==> config.mk <==
export PLATFORM = sky130hd
export DESIGN_NAME = boot_loader
export DESIGN_NICKNAME = d
export VERILOG_FILES = /design/src/rtl/boot_pkg.sv /design/src/rtl/boot_word_asm.sv /design/src/rtl/boot_loader.sv
export SDC_FILE = /design/constraint.sdc
export NUM_CORES = 1
export LEC_CHECK = 0
export BUFFER_PORTS_ARGS = -buffer_cell sky130_fd_sc_hd__buf_2
export CORE_UTILIZATION = 50
export CTS_CLUSTER_DIAMETER = 80
export DETAILED_ROUTE_END_ITERATION = 12
export PLACE_DENSITY = 0.76
export SYNTH_ARGS = -nofsm -noshare
export SYNTH_HDL_FRONTEND = slang
export SYNTH_SLANG_ARGS = --single-unit
==> constraint.sdc <==
create_clock -name clk -period 2.8 [get_ports clk]
set_clock_uncertainty 0.2 [all_clocks]
set_input_delay 0 -clock clk [delete_from_list [all_inputs] [get_ports clk]]
set_output_delay 0 -clock clk [all_outputs]
set_load 0.03 [all_outputs]
==> src/rtl/boot_pkg.sv <==
// Shared definitions for the boot loader slice.
//
// Contents:
//   BYTES_PER_WORD - stream bytes packed into one instruction word
//   CNT_W          - width of the word count sent at the head of the image
//   bootState_e    - loader FSM state encoding
//   countOversize  - true when a received word count exceeds the memory depth
package boot_pkg;

  localparam int BYTES_PER_WORD = 4;
  localparam int CNT_W          = 16;

  typedef enum logic [2:0] {
    CNT_LO,
    CNT_HI,
    DATA,
    CSUM,
    DONE,
    ERR
  } bootState_e;

  // The image may fill memory exactly, so only a count strictly larger than
  // the depth is rejected.
  function automatic logic countOversize(input logic [CNT_W-1:0] count,
                                         input int unsigned depth);
    return 32'(count) > depth;
  endfunction

endpackage

==> src/rtl/boot_word_asm.sv <==
// Byte-to-word assembler for the boot loader.
//
// Collects accepted stream bytes into a 32-bit little-endian word: the first
// byte of a group lands in bits [7:0], the fourth in bits [31:24].
//
// Ports:
//   clk          - system clock, rising edge
//   reset        - synchronous active-high reset; discards a partial word
//   byteAccept_i - a data byte is being accepted this cycle
//   byteData_i   - the byte being accepted
//   word_o       - assembled word, meaningful when wordValid_o is high
//   wordValid_o  - high in the cycle the fourth byte of a word is accepted
module boot_word_asm
  import boot_pkg::*;
(
  input  logic        clk,
  input  logic        reset,
  input  logic        byteAccept_i,
  input  logic [7:0]  byteData_i,
  output logic [31:0] word_o,
  output logic        wordValid_o
);

  logic [1:0]  byteCnt_q;
  logic [23:0] shift_q;

  // The fourth byte is taken straight from the input rather than waiting a
  // cycle for it to be shifted in, so the owner can register the full word
  // on the same edge that accepts the last byte.
  assign word_o      = {byteData_i, shift_q};
  assign wordValid_o = byteAccept_i && (byteCnt_q == 2'(BYTES_PER_WORD - 1));

  // Older bytes move toward bit 0 as new ones arrive, which yields the
  // little-endian ordering once three bytes are held. The counter wraps
  // naturally after the fourth byte, so the next word starts cleanly.
  always_ff @(posedge clk) begin
    if (reset) begin
      byteCnt_q <= '0;
      shift_q   <= '0;
    end else if (byteAccept_i) begin
      byteCnt_q <= byteCnt_q + 2'd1;
      shift_q   <= {byteData_i, shift_q[23:8]};
    end
  end

endmodule

==> src/rtl/boot_loader.sv <==
// Boot loader: receives a program image as a byte stream and writes it into
// instruction memory, holding the CPU in reset until the image is loaded.
//
// Stream: count_lo, count_hi (word count N), N*4 little-endian data bytes,
// then one XOR checksum byte when BOOT_CHECKSUM_EN is defined.
//
// Configuration macro:
//   BOOT_CHECKSUM_EN - adds the CSUM state and XOR checksum check. When
//                      undefined, the last data word (or N == 0) goes
//                      straight to DONE and err only flags an oversize count.
//
// Parameters:
//   ADDR_W - instruction memory word-address width (depth 2**ADDR_W)
//   WORD_W - instruction word width, fixed at 32
//
// Ports:
//   clk        - system clock, rising edge
//   reset      - synchronous active-high reset
//   byte_valid - upstream presents byte_data
//   byte_data  - stream byte
//   byte_ready - loader accepts a byte this cycle (decode of state and reset)
//   imem_we    - one-cycle instruction memory write strobe
//   imem_addr  - word address of the write
//   imem_wdata - word to write
//   cpu_reset  - CPU core reset, high until the load has succeeded
//   done       - image loaded successfully (sticky)
//   err        - load failed (sticky until reset)
module boot_loader
  import boot_pkg::*;
#(
  parameter int ADDR_W = 6,
  parameter int WORD_W = 32
) (
  input  logic              clk,
  input  logic              reset,
  input  logic              byte_valid,
  input  logic [7:0]        byte_data,
  output logic              byte_ready,
  output logic              imem_we,
  output logic [ADDR_W-1:0] imem_addr,
  output logic [WORD_W-1:0] imem_wdata,
  output logic              cpu_reset,
  output logic              done,
  output logic              err
);

  localparam int unsigned DEPTH = 1 << ADDR_W;

  bootState_e        state_q;
  logic [CNT_W-1:0]  count_q;
  logic [ADDR_W-1:0] wordIdx_q;
  logic              imemWe_q;
  logic [ADDR_W-1:0] imemAddr_q;
  logic [WORD_W-1:0] imemWdata_q;
  logic              cpuReset_q;
  logic              done_q;
  logic              err_q;
`ifdef BOOT_CHECKSUM_EN
  logic [7:0]        csum_q;
`endif

  logic              accept;
  logic [CNT_W-1:0]  count_d;
  logic              oversize;
  logic              lastWord;
  logic              asmValid;
  logic [31:0]       asmWord;

  // Ready is a pure decode so a byte is accepted in the very cycle the loader
  // enters a receiving state; reset forces it low immediately.
  assign byte_ready = !reset && (state_q inside {CNT_LO, CNT_HI, DATA, CSUM});
  assign accept     = byte_valid && byte_ready;

  // The full count is only known when count_hi arrives, so the range check
  // is done on the combined value before it is registered.
  assign count_d  = {byte_data, count_q[7:0]};
  assign oversize = countOversize(count_d, DEPTH);

  // The index of the last word is N-1; count_q holds N throughout DATA.
  assign lastWord = (CNT_W'(wordIdx_q) == (count_q - CNT_W'(1)));

  boot_word_asm u_word_asm (
    .clk          (clk),
    .reset        (reset),
    .byteAccept_i (accept && (state_q == DATA)),
    .byteData_i   (byte_data),
    .word_o       (asmWord),
    .wordValid_o  (asmValid)
  );

  // Loader FSM with all outputs registered alongside the state. Entering DONE
  // or ERR updates done/err/cpu_reset on the same edge that accepts the final
  // byte, so they change in the following cycle. The write strobe defaults
  // low every cycle so it only ever lasts one cycle. The word index is not
  // advanced past the last word, so a full-depth image never wraps to 0.
  always_ff @(posedge clk) begin
    if (reset) begin
      state_q     <= CNT_LO;
      count_q     <= '0;
      wordIdx_q   <= '0;
      imemWe_q    <= 1'b0;
      imemAddr_q  <= '0;
      imemWdata_q <= '0;
      cpuReset_q  <= 1'b1;
      done_q      <= 1'b0;
      err_q       <= 1'b0;
`ifdef BOOT_CHECKSUM_EN
      csum_q      <= '0;
`endif
    end else begin
      imemWe_q <= 1'b0;
      case (state_q)
        CNT_LO: begin
          if (accept) begin
            count_q[7:0] <= byte_data;
            state_q      <= CNT_HI;
          end
        end

        CNT_HI: begin
          if (accept) begin
            count_q <= count_d;
            if (oversize) begin
              state_q <= ERR;
              err_q   <= 1'b1;
            end else if (count_d == '0) begin
`ifdef BOOT_CHECKSUM_EN
              state_q    <= CSUM;
`else
              state_q    <= DONE;
              done_q     <= 1'b1;
              cpuReset_q <= 1'b0;
`endif
            end else begin
              state_q <= DATA;
            end
          end
        end

        DATA: begin
          if (accept) begin
`ifdef BOOT_CHECKSUM_EN
            csum_q <= csum_q ^ byte_data;
`endif
            if (asmValid) begin
              imemWe_q    <= 1'b1;
              imemAddr_q  <= wordIdx_q;
              imemWdata_q <= asmWord;
              if (lastWord) begin
`ifdef BOOT_CHECKSUM_EN
                state_q    <= CSUM;
`else
                state_q    <= DONE;
                done_q     <= 1'b1;
                cpuReset_q <= 1'b0;
`endif
              end else begin
                wordIdx_q <= wordIdx_q + ADDR_W'(1);
              end
            end
          end
        end

`ifdef BOOT_CHECKSUM_EN
        CSUM: begin
          if (accept) begin
            if (byte_data == csum_q) begin
              state_q    <= DONE;
              done_q     <= 1'b1;
              cpuReset_q <= 1'b0;
            end else begin
              state_q <= ERR;
              err_q   <= 1'b1;
            end
          end
        end
`endif

        DONE: begin
          state_q <= DONE;
        end

        ERR: begin
          state_q <= ERR;
        end

        // Only reachable through a corrupted state register; fail safe with
        // the CPU still held in reset.
        default: begin
          state_q <= ERR;
          err_q   <= 1'b1;
        end
      endcase
    end
  end

  assign imem_we    = imemWe_q;
  assign imem_addr  = imemAddr_q;
  assign imem_wdata = imemWdata_q;
  assign cpu_reset  = cpuReset_q;
  assign done       = done_q;
  assign err        = err_q;

endmodule

======== Word level (Yosys, flattened, before mapping) ========
Cells that the tools add are included.
word-level totals
  register bits ........................... 93
cells by class
  add/sub/neg operators ................... 3
  order comparisons ....................... 1
  eq/ne operators ......................... 15
  multiplexer cells ....................... 28
  bitwise logic cells ..................... 5
  reductions and logical operators ........ 18
operator list
  kind                                                 number
  two-way mux 3 bit                                    7
  equality test 6 x 16 -> 1 bit                        1
  > comparator 16 x 7 -> 1 bit, second input constant  1
  logical NOT 16 bit                                   1
  one-hot mux 8 bit (2 select lines)                   1
  subtractor 16 x 1 -> 16 bit, second input constant   1
  two-way mux 1 bit                                    15
  != test 2 bit, second input constant                 7
  one-hot mux 3 bit (4 select lines)                   1
  AND reduction 3 bit                                  3
  two-way mux 8 bit                                    1
  AND reduction 7 bit                                  1
  adder 6 x 1 -> 6 bit, second input constant          1
  equality test 3 x 2 -> 1 bit, second input constant  2
  equality test 3 bit, second input constant           2
  one-hot mux 1 bit (2 select lines)                   3
  NOT 1 bit                                            5
  AND reduction 5 bit                                  1
  logical AND 1 bit                                    4
  AND reduction 4 bit                                  1
  nonzero test 4 bit                                   1
  OR reduction 4 bit                                   1
  equality test 3 x 1 -> 1 bit, second input constant  1
  logical NOT 3 bit                                    1
  other kinds (7)                                      7

======== Logic depth before layout (Yosys ltp) ========
  word-level depth ........................ 9
  depth in mapped cells ................... 10
  depth with buffers taken out ............ 9

======== Modules after synthesis ========
Synthesis repeated with hierarchy kept, for this count alone.
unflattened totals
  cells, all modules ...................... 445
  area total of the unflattened synthesis .. 3917.5 sq um
by module, submodules not included
  module         times used  cells an instance  area each (sq um)  seq. area each (sq um)
  boot_loader    1           351                2894.0             1341.3
  boot_word_asm  1           94                 1023.5             520.5

======== Worst setup path after synthesis ========
Ideal clock, no wire load.
  kind .................................... register -> register
  from .................................... register count_q[0]
  to ...................................... register wordIdx_q[5]
  data arrival time ....................... 2.153 ns
  data required time ...................... 2.530 ns
  path slack .............................. 0.377 ns
  cell stages (with the launch flop) ...... 10
  period minus slack after synthesis ...... 2.423 ns
  cell sequence ........................... dfxtp_1 > inv_1 > ha_1 > nor3b_4 > xor2_1 > and3_1 > o211ai_2 > o31ai_2 > or4b_1 > a21oi_1
between the ends
  word-level cells in the longest chain between the ends .. 4
ends and longest elaborated chain
  element                        line                text
  from (decl)                    boot_loader.sv:50   logic [CNT_W-1:0] count_q;
  from (signal assigned)         boot_loader.sv:115  count_q[7:0] <= byte_data;
  from (signal assigned)         boot_loader.sv:122  count_q <= count_d;
  subtractor 16 x 1 -> 16 bit    boot_loader.sv:80   assign lastWord = (CNT_W'(wordIdx_q) == (count_q - CNT_W'(1)));
  equality test 6 x 16 -> 1 bit  boot_loader.sv:80
  NOT 1 bit (no line)            --
  AND reduction 4 bit (no line)  --
  to (signal assigned)           boot_loader.sv:158  wordIdx_q <= wordIdx_q + ADDR_W'(1);
  to (decl)                      boot_loader.sv:51   logic [ADDR_W-1:0] wordIdx_q;
Every way passes these cells.
A chain may end at the register's enable or synchronous reset.

======== Worst setup path in the final report ========
Ends and elaborated chain as after synthesis.

==> run_results.csv <==
group,metric,value,unit
worst_setup_path,timing.rr.end,"wordIdx_q[5]",
logic_synthesis,synth_top_family_by_area,"simple AND/OR/NAND/NOR gates",
sta,rsz0062_at_grt,"no",
worst_setup_path,rrSetupSlack,0.16,ns
status,outcome,"completed",
global_routing,grt_first_pass_wirelength,13500,um
floorplan,start_util,52.0,%
pwr,p_leak,1.79,nW
sta,layout_min_cycle_time,2.64,ns
pwr,peakVddDrop,0.000365,V
worst_setup_path,crit-reg2reg-launch,"count_q[0]",
worst_setup_path,cp-start-kind,"register",
pwr,power.total,0.00245,W
sta,worst_pin_slew,0.752,ns
logic_synthesis,synthArstFlopShare,0,%
final_layout,final_cell_area,4420,sq um
routing,dr.pass1.iters,4,
floorplan,die_y,89.1,um
clocking,cts_htree_levels,3,
place,gp_congestion,0.950,
logic_synthesis,synth_compound_area_share,13.5,%
logic_synthesis,syn_avg_cell_area,8.20,sq um
hold_path,min-delay-start,"u_word_asm.shift_q[0]",
final_layout,fin_cells,618,
logic_synthesis,syn_area,3790,sq um
logic_synthesis,synthMuxAreaShare,5.01,%
routing,dr_wl_met2,3690,um
routing,highest_layer,"met4",
worst_setup_path,crit_path_cell_trace,"inv_1 -> ha_1 -> nor3b_4 -> xor2_1 -> and3_1 -> o211ai_2 -> o31ai_4 -> or4b_1 -> a21oi_1",
final_layout,fin_nets,529,
final_layout,drive_gt1_share,16.6,%
clocking,cts_root_buffer,"clkbuf_8",
sta,drv_slew,0,
worst_setup_path,crit_arrival,2.73,ns
logic_synthesis,synth_seq_cells,93,
final_layout,area_delta_synth_final,16.5,%
clocking,clockBufferDepth,2,
routing,vias,3198,
clocking,clock_latency,0.36,ns
routing,post-route-drc-count,0,
logic_synthesis,yosys_warnings,0,
logic_synthesis,yosys.area_share.simple,24.7,%
logic_synthesis,seq_area_frac_synth,49.1,%
floorplan,io_pins,54,
global_routing,grt_max_degree,78,
worst_setup_path,path_buf_inv,1,
worst_setup_path,crit_family,"simple AND/OR/NAND/NOR gates",
pwr,power-per-cell-area,555,nW/um^2
sta,hold_viol_final,0,
logic_synthesis,ys_types,44,
clocking,clock-sinks,93,
place,dp.cells,592,
logic_synthesis,synth_edf_count,0,
routing,drt_iter0_markers,172,
routing,wl_met3,356,um
logic_synthesis,syn_nets,478,
place,io_buffers,53,
clocking,cts_buffers,9,
logic_synthesis,synth_fa_ha_area_share,1.32,%
clocking,cts_tree,"yes",
hold_path,min-delay-path-class,"reg2reg",
final_layout,layout_common_cells,"135 x nand2_1, 93 x dfxtp_1, 69 x a21oi_1",
final_layout,final_common_cell,"nand2_1",
routing,wl,8300,um
worst_setup_path,end_kind,"register",
sta,fmax,379,MHz
floorplan,dieArea,7940,sq um
routing,ant_nets,0,
worst_setup_path,critPathMaxStageDelay,0.48,ns
logic_synthesis,synthesis.instances,463,
sta,period_share,94.2,%
global_routing,grt_usage,22.4,%
floorplan,std_cell_rows,31,
global_routing,overflow,0,
hold_path,hold_path_end,"imem_wdata[0]",
routing,via_per_inst,5.17,
sta,setup_tns,0,ns
global_routing,grt_pass1_vias,2740,
routing,met1_length,4090,um
final_layout,antennaDiodeCount,0,
logic_synthesis,synth_flop_cell,"dfxtp_1",
clocking,path_clk_slew,0.10,ns
place,dp.final_hpwl,5530,um
hold_path,hold_depth,2,
sta,setup_viol,0,
place,placed_area,4110,sq um
final_layout,nFillCells,718,
worst_setup_path,path_max_fanout,6,
worst_setup_path,critPathKind,"reg2reg",
sta,slew_headroom,49.9,%
global_routing,antenna_found_initial,0,
floorplan,core_area,7290,sq um
floorplan,fp.dieW,89.1,um
worst_setup_path,slowest_stage,"or4b_1",
worst_setup_path,worstRegToRegCells,9,
worst_setup_path,cp.required,2.90,ns
logic_synthesis,synth_xor_area_share,2.97,%
routing,avgRoutedWirePerCell,13.4,um
run,maxCapViolCount,0,
-- state kept, by name (all words and copies together), names as in the netlist --
signal and count:
state_q 3, imem_we 1, wordIdx_q 6, u_word_asm.shift_q 24
count_q 16, cpu_reset 1, u_word_asm.byteCnt_q 2, imem_addr 6
err 1, done 1, imem_wdata 32
-- routing by layer --
| metal | GRT usage [%] | vias to the layer above |
|---|---|---|
| met5 | 0 | - |
| met2 | 33.7 | 80 |
| li1 | - | 1643 |
| met4 | 6.93 | 0 |
| met1 | 31.4 | 1462 |
| met3 | 5.91 | 13 |
-- power breakdown --
part	switching, W	internal (W)
combinational	0.0000983	0.0000709
sequential	0.0000166	0.00133
clock	0.000507	0.000427
-- cell families (layout without fill, tap and decap cells) --
family | Yosys count | after routing
buffers and inverters | 32 | 88
DFF | 93 | 93
xor gates and xnor gates | 12 | 12
muxes | 19 | 19
and+or+nand+nor | 213 | 213
adders and majority gates | 4 | 4
AOI/OAI and AO/OA | 90 | 90
-- worst register-to-register path, stage by stage (launching register included) --
cell and delay, ns:
dfxtp_1 0.47, inv_1 0.10, ha_1 0.25, nor3b_4 0.19
xor2_1 0.17, and3_1 0.20, o211ai_2 0.25, o31ai_4 0.13
or4b_1 0.48, a21oi_1 0.15
-- how the worst max path moves through the flow --
stage | startpoint | to | depth (start not counted)
6_report | count_q[0] | wordIdx_q[5] | 9
2_1_floorplan | count_q[0] | wordIdx_q[5] | 9
4_1_cts | count_q[0] | wordIdx_q[5] | 9
5_1_grt | count_q[0] | wordIdx_q[5] | 9
3_5_place_dp | count_q[0] | wordIdx_q[5] | 9
3_3_place_gp | count_q[0] | wordIdx_q[5] | 9
-- timing repair --
item	4_1_cts	5_1_grt
hold buffers	10	0
hold endpoints to repair	37	0
setup buffers	0	0
endpoints found under the setup margin	0	3
gates resized for setup	0	1
-- through the flow --
| step | hold slack (ns) | worst slack [ns] | utilization, % |
|---|---|---|---|
| 2_1_floorplan | -0.0809 | 0.377 | - |
| 3_3_place_gp | 0.0880 | 0.295 | 56.3 |
| 3_5_place_dp | 0.0986 | 0.209 | 56.3 |
| 4_1_cts | 0.254 | 0.192 | 60.5 |
| 5_1_grt | 0.273 | 0.00937 | 60.6 |
| 6_report | 0.252 | 0.162 | 60.6 |
-- cell usage after synthesis (2+ instances only) --
library cell  number  area, sq um
buf_1              4         15.0
inv_1              3         11.3
clkbuf_1          18         67.6
o21ai_0            3         15.0
nand2_1          135          507
dfxtp_1           93         1860
or3_1              5         31.3
buf_2              5         25.0
o31a_1             4         35.0
mux2i_1           19          190
nand3_1            9         45.0
nand4_1            2         12.5
a21oi_2            2         17.5
nor2b_1            3         18.8
nor2_1            35          131
and3_1             3         18.8
o21ai_1            3         15.0
xnor2_1            7         61.3
ha_1               4         50.1
and2_1             2         12.5
a21oi_1           69          345
xor2_1             4         35.0
nor3_1             6         30.0
nor4_1             2         12.5
nor3_2             3         30.0
nand2b_1           2         12.5
-- cell type report --
type	count	area, sq um	share of cell area, %
sequential	93	1860	42.1
multi-input combinational	338	1810	41.0
timing repair buffer	68	403	9.11
clock buffer	9	124	2.80
tap	99	124	2.80
clock inverter	7	81.3	1.84
inverter	4	15.0	0.340
Power figures use the tool's default switching activity.
